--- src/rtl/p405s_icu_regicu_arb_if.sv ---
// Request/holding-register bus between the ICU requesters, the arbiter and the consumer.
interface p405s_icu_regicu_arb_if #(
    parameter int unsigned NREQ = 3,
    parameter int unsigned DW   = 32
);
    logic [0:NREQ-1]    reqV;
    logic [0:NREQ*DW-1] reqData;
    logic [0:NREQ-1]    reqGnt;
    logic               regE1;
    logic [0:DW-1]      regD;
    logic               regVal;
    logic [0:2]         regOwner;
    logic               consAck;
    logic               flush;
    logic               tmoErr;

    // Arbiter side
    modport master (
        input  reqV, reqData, consAck, flush,
        output reqGnt, regE1, regD, regVal, regOwner, tmoErr
    );

    // Requester/consumer side
    modport slave (
        output reqV, reqData, consAck, flush,
        input  reqGnt, regE1, regD, regVal, regOwner, tmoErr
    );
endinterface

--- src/rtl/p405s_icu_regicu_arb.sv ---
// Round-robin arbiter/sequencer for the shared ICU holding register (P1EUL2 latch).
// Grants are combinational (Mealy) in the load cycle; ownership is held until
// consumer ack, watchdog timeout or flush.
module p405s_icu_regicu_arb #(
    parameter int unsigned NREQ = 3,
    parameter int unsigned DW   = 32,
    parameter int unsigned TMO  = 15
) (
    input  logic                        CB,
    input  logic                        resetN,
    p405s_icu_regicu_arb_if.master      bus
);
    localparam int unsigned OW = 3;
    localparam int unsigned WW = (TMO == 0) ? 1 : $clog2(TMO + 1);

    typedef enum logic {IDLE, HOLD} state_t;

    state_t          state, state_d;
    logic [OW-1:0]   owner, owner_d;
    logic [OW-1:0]   rr_ptr, rr_d;
    logic [WW-1:0]   wdog, wdog_d;
    logic            tmo_q, tmo_d;

    logic [OW-1:0]   next_rr;
    logic [OW-1:0]   scan;
    logic [OW-1:0]   win;
    logic            found;
    logic            load;
    logic [0:NREQ-1] gnt_c;
    logic [0:DW-1]   d_c;

    // State, ownership, pointer and watchdog registers
    always_ff @(posedge CB or negedge resetN) begin
        if (!resetN) begin
            state  <= IDLE;
            owner  <= '0;
            rr_ptr <= '0;
            wdog   <= '0;
            tmo_q  <= 1'b0;
        end else begin
            state  <= state_d;
            owner  <= owner_d;
            rr_ptr <= rr_d;
            wdog   <= wdog_d;
            tmo_q  <= tmo_d;
        end
    end

    // Arbitration, load decision, next state and load-cycle outputs
    always_comb begin
        state_d = state;
        owner_d = owner;
        rr_d    = rr_ptr;
        wdog_d  = wdog;
        tmo_d   = 1'b0;
        found   = 1'b0;
        win     = '0;
        gnt_c   = '0;
        d_c     = '0;

        next_rr = (owner == OW'(NREQ - 1)) ? '0 : owner + OW'(1);
        // A back-to-back release advances the pointer in the same cycle, so scan from there
        scan = (state == HOLD && bus.consAck && !bus.flush) ? next_rr : rr_ptr;

        for (int k = 0; k < int'(NREQ); k++) begin
            if (!found && bus.reqV[k] && (OW'(k) >= scan)) begin
                found = 1'b1;
                win   = OW'(k);
            end
        end
        for (int k = 0; k < int'(NREQ); k++) begin
            if (!found && bus.reqV[k]) begin
                found = 1'b1;
                win   = OW'(k);
            end
        end

        load = resetN && !bus.flush && found &&
               ((state == IDLE) || (state == HOLD && bus.consAck));

        for (int k = 0; k < int'(NREQ); k++) begin
            if (load && win == OW'(k)) begin
                gnt_c[k] = 1'b1;
                d_c      = bus.reqData[k*DW +: DW];
            end
        end

        if (bus.flush) begin
            state_d = IDLE;
            wdog_d  = '0;
        end else begin
            case (state)
                IDLE: begin
                    if (load) begin
                        state_d = HOLD;
                        owner_d = win;
                        wdog_d  = '0;
                    end
                end
                HOLD: begin
                    if (bus.consAck) begin
                        rr_d   = next_rr;
                        wdog_d = '0;
                        if (load) begin
                            owner_d = win;
                        end else begin
                            state_d = IDLE;
                        end
                    end else if ((TMO != 0) && (wdog == WW'(TMO - 1))) begin
                        state_d = IDLE;
                        tmo_d   = 1'b1;
                        rr_d    = next_rr;
                        wdog_d  = '0;
                    end else if (wdog != {WW{1'b1}}) begin
                        wdog_d = wdog + WW'(1);
                    end
                end
                default: state_d = IDLE;
            endcase
        end
    end

    assign bus.reqGnt   = gnt_c;
    assign bus.regE1    = load;
    assign bus.regD     = d_c;
    assign bus.regVal   = (state == HOLD);
    assign bus.regOwner = owner;
    assign bus.tmoErr   = tmo_q;

endmodule

--- src/flat_wrapper.sv ---
// flat-port wrapper written by rule: the top's interface ports become plain ports
module p405s_icu_regicu_arb_flat 
#(
    parameter int unsigned NREQ = 3,
    parameter int unsigned DW   = 32,
    parameter int unsigned TMO  = 15
)
  (CB, resetN, bus_reqV, bus_reqData, bus_consAck, bus_flush, bus_reqGnt, bus_regE1, bus_regD, bus_regVal, bus_regOwner, bus_tmoErr);
  p405s_icu_regicu_arb_if #(.NREQ(NREQ), .DW(DW)) bus_i ();
  input  logic CB;
  input  logic resetN;
  input wire logic [$bits(bus_i.reqV)-1:0] bus_reqV;
  input wire logic [$bits(bus_i.reqData)-1:0] bus_reqData;
  input wire logic [$bits(bus_i.consAck)-1:0] bus_consAck;
  input wire logic [$bits(bus_i.flush)-1:0] bus_flush;
  output wire logic [$bits(bus_i.reqGnt)-1:0] bus_reqGnt;
  output wire logic [$bits(bus_i.regE1)-1:0] bus_regE1;
  output wire logic [$bits(bus_i.regD)-1:0] bus_regD;
  output wire logic [$bits(bus_i.regVal)-1:0] bus_regVal;
  output wire logic [$bits(bus_i.regOwner)-1:0] bus_regOwner;
  output wire logic [$bits(bus_i.tmoErr)-1:0] bus_tmoErr;
  assign bus_i.reqV = bus_reqV;
  assign bus_i.reqData = bus_reqData;
  assign bus_i.consAck = bus_consAck;
  assign bus_i.flush = bus_flush;
  assign bus_reqGnt = bus_i.reqGnt;
  assign bus_regE1 = bus_i.regE1;
  assign bus_regD = bus_i.regD;
  assign bus_regVal = bus_i.regVal;
  assign bus_regOwner = bus_i.regOwner;
  assign bus_tmoErr = bus_i.tmoErr;
  p405s_icu_regicu_arb #(.NREQ(NREQ), .DW(DW), .TMO(TMO)) u_core (.CB(CB), .resetN(resetN), .bus(bus_i));
endmodule
--- config.mk ---
export PLATFORM = sky130hd
export DESIGN_NAME = p405s_icu_regicu_arb_flat
export DESIGN_NICKNAME = d
export VERILOG_FILES = /design/src/rtl/p405s_icu_regicu_arb_if.sv /design/src/rtl/p405s_icu_regicu_arb.sv /design/src/flat_wrapper.sv
export SDC_FILE = /design/constraint.sdc
export NUM_CORES = 1
export LEC_CHECK = 0
export CAP_MARGIN = 20
export CORE_MARGIN = 10
export CORE_UTILIZATION = 29
export DETAILED_ROUTE_END_ITERATION = 6
export PLACE_DENSITY = 0.88
export SETUP_SLACK_MARGIN = 0.5
export SLEW_MARGIN = 10
export SYNTH_ARGS = -nofsm -noshare
export SYNTH_HDL_FRONTEND = slang
export SYNTH_SLANG_ARGS = --single-unit
--- constraint.sdc ---
create_clock -name CB -period 2 [get_ports CB]
set_input_delay 0.2 -clock CB [delete_from_list [all_inputs] [get_ports CB]]
set_output_delay 0.2 -clock CB [all_outputs]
set_load 0.02 [all_outputs]
==> results.md <==
* Antenna Nets Post-Route at 0
* Share of cells above drive strength 1 at 38.5%
* Routed WL at ~10 mm
* Yosys warnings at 0
* Setup violations, final at 37
* Die area at 0.00841 mm2
* # IOs at roughly 140
* Clock Skews at 0.00120 ns
* CP max-delay cell: dfrtp_1
* Hold WS at about 0.11 ns
* Failing checks: setup timing
* Die height at ~92 um
* Hpwl dp at 6.75 mm
* Clock-pin slew on the worst setup and hold paths at 0.05 ns
* Top cell type's share of synthesized area at 21.5%
* Sequential-to-total area share from yosys stat at 18.5%
* DR pass1 iterations at 4
* Critical path class: flip-flop to output port
* Core Rows at 26
* Die width at between 90 and 100 um
* CP Max Fanout at 7
* Via-to-Cell Ratio at between 5 and 6
* TritonCTS clock tree: yes
* Critical Path RT at ~1.8 ns
* Critical path data arrival time at 2.26 ns
* Wire per inst at roughly 23 um
* Post-synth EDFFs at 0
* Flops & latches, synth at 11
* Avg Cell Area, Syn at between 8 and 9 um2
* Max incr delay on CP at 0.44 ns
* Post-CTS Hold Fix Bufs at 0
* H-Tree Depth at 1
* Startpoint types: flip-flop
* Crit-path most repeated cell: buf_6
* Synth top area cells: a221o_1, dfrtp_1, a211oi_1, inv_1, and4_1
* RSZ-0062 raised after global routing: yes
* Multi-input logic area at between 0.001 and 0.0015 mm2
* Mapped Cells at roughly 190
* Min Tclk post-route at approximately 2.5 ns
* Most numerous cell in the Yosys netlist: a221o_1
* Largest net degree at the start of global routing at 30
* Initial DRC count at approximately 110
* Status: finished with violations
* Slew Viols, Final at 0
* Post-Synthesis Cell Area at around 0.0015 mm2
* Total grt overflow at 0
* Post-synth ARST share at between 90% and 100%
* Cell area after layout at slightly below 0.004 mm2
* Fin. Hold Viols at 0
* CTS root buffer: clkbuf_8
* MaxCap Viol Count at 0
* ANT cells at 0
* Area growth syn-to-layout at 165%
* Gpl congestion at approximately 0.85
* Crit path cell chain: nor3b_2, mux2i_2, a211o_1, buf_6, buf_8, a211oi_1, a221o_1, buf_6
* Kind of end point of the critical path: output port
* Fmax at just over 0.4 GHz
* Dominant cell type by area after synthesis: a221o_1
* CTS Sinks at 11
* Skew-Pair Late Insertion Delay at ~0.24 ns
* CTS max path bufs at 2
* Nets@finish at 485
* Setup ws final at -0.457 ns
* IR drop worst, VDD at ~0.52 mV
* Residual DRC count at 0
* Initial antenna violation count at 0
* Vias in the first global route at roughly 2400
* Starting Density at between 20% and 30%
* Filler cell count at approximately 300
* Period utilization at 123%
* Gr usage total at between 20% and 30%
* Top_reg_cell synth: dfrtp_1
* Placed instance area at approximately 0.0032 mm2
* Static Leak at between 1.5 and 2 nW
* CTS Buf Count at 3
* Placement Setup Slack at -0.965 ns
* Pwr Density at approximately 470 mW/mm2
* Sum Neg Setup Slack at -14.11 ns
* Hold Path Class: primary input to async pin
* Synth cell count leaders: a221o_1, inv_1, a211oi_1
* Port bufs at 142
* Syn Nets at between 200 and 300
* Yosys cell types at 40
* Reg area at around 280 um2
* Vias at between 2000 and 2500
* Core area at between 0.005 and 0.006 mm2
* First-pass GRT wire length at 13.8 mm
-- cell families (layout without fill, tap and decap cells) --
family | Yosys count | count (layout) | share of synthesized area [%]
fa+ha+maj | 2 | 2 | 1.68
xor+xnor | 1 | 1 | 0.587
flops | 11 | 11 | 18.5
mux | 4 | 4 | 2.85
compound gates | 79 | 79 | 44.6
other cells | 1 | 1 | 0.251
simple gates | 40 | 43 | 16.9
buf+inv | 48 | 238 | 14.7
-- worst max-delay path: cells and delay by family (launching register included) --
family	cells	cell delay [ns]
buffers and inverters	3	0.40
AND/OR/NAND/NOR	1	0.27
AO/OA/AOI/OAI	3	0.76
multiplexers	1	0.14
flip-flops	1	0.44
-- layout make-up --
type	count	share of cell area, %
repair buffers	202	53.5
multi-input cells	130	33.0
flip-flops and latches	11	7.08
inverters	32	3.04
well taps	70	2.21
clock buffers	4	1.14
-- state kept, by name (all words and copies together), names as in the netlist --
register,cells
u_core.bus.regVal,1
u_core.rr_ptr,3
u_core.bus.tmoErr,1
u_core.bus.regOwner,2
u_core.wdog,4
-- repair_timing --
action | in CTS | in global routing
cloned | 6 | 4
buffers inserted | 14 | 9
endpoints found under the setup margin | 49 | 46
resized for setup | 244 | 50
pin swaps | 13 | 21
endpoints found under the hold margin | 0 | 0
-- routing by layer --
metal / wire length [um] / global-route usage, %
met1: 4000 / 23.4
met2: 5380 / 37.6
met3: 821 / 3.75
met4: 251 / 4.63
met5: 0 / 0
-- stage by stage --
| stage | utilization (%) | std cells | total power [mW] |
|---|---|---|---|
| detailed placement | 62.9 | 412 | 1.28 |
| CTS | 71.2 | 436 | 1.68 |
| global placement | 62.9 | 412 | 1.25 |
| floorplan | - | 186 | 0.737 |
| finish | 78.5 | 449 | 1.85 |
| global route | 78.5 | 449 | 1.93 |
-- where the power goes --
group,internal [mW],switching (mW),leakage [nW]
combinational,0.742,0.585,1.56
clock,0.140,0.0823,0.0228
sequential,0.256,0.0493,0.142
-- cells in the final DEF, fill, tap and decap left out, types with 3 or more instances in the layout --
cell type	instances
dfrtp_1	7
buf_12	4
and4_1	4
a21o_1	3
a211oi_2	7
a221o_1	32
nor2_1	5
clkbuf_8	3
and3_4	5
buf_4	32
nand2_1	4
clkbuf_16	4
nand3_1	3
inv_1	30
clkdlybuf4s50_1	99
nand3b_1	3
dfrtp_2	4
buf_6	52
a211oi_1	19
dlygate4sd2_1	7
-- worst paths after layout --
path	startpoint	endpoint	slack (ns)	cells after the start
setup / recovery	u_core.rr_ptr[0]$_DFFE_PN0P_	bus_regD[7]	-0.46	8
hold / removal	resetN	u_core.bus.regOwner[1]$_DFFE_PN0P_	0.11	2
setup reg to reg	u_core.bus.regVal$_DFF_PN0_	u_core.bus.regOwner[2]$_DFFE_PN0P_	-0.09	11
hold reg to reg	u_core.wdog[0]$_DFFE_PN0P_	u_core.wdog[0]$_DFFE_PN0P_	0.51	1
max in group asynchronous	resetN	u_core.wdog[0]$_DFFE_PN0P_	1.73	2
min in group CB	bus_consAck	u_core.bus.tmoErr$_DFF_PN0_	0.45	3
Power figures use the tool's default switching activity.
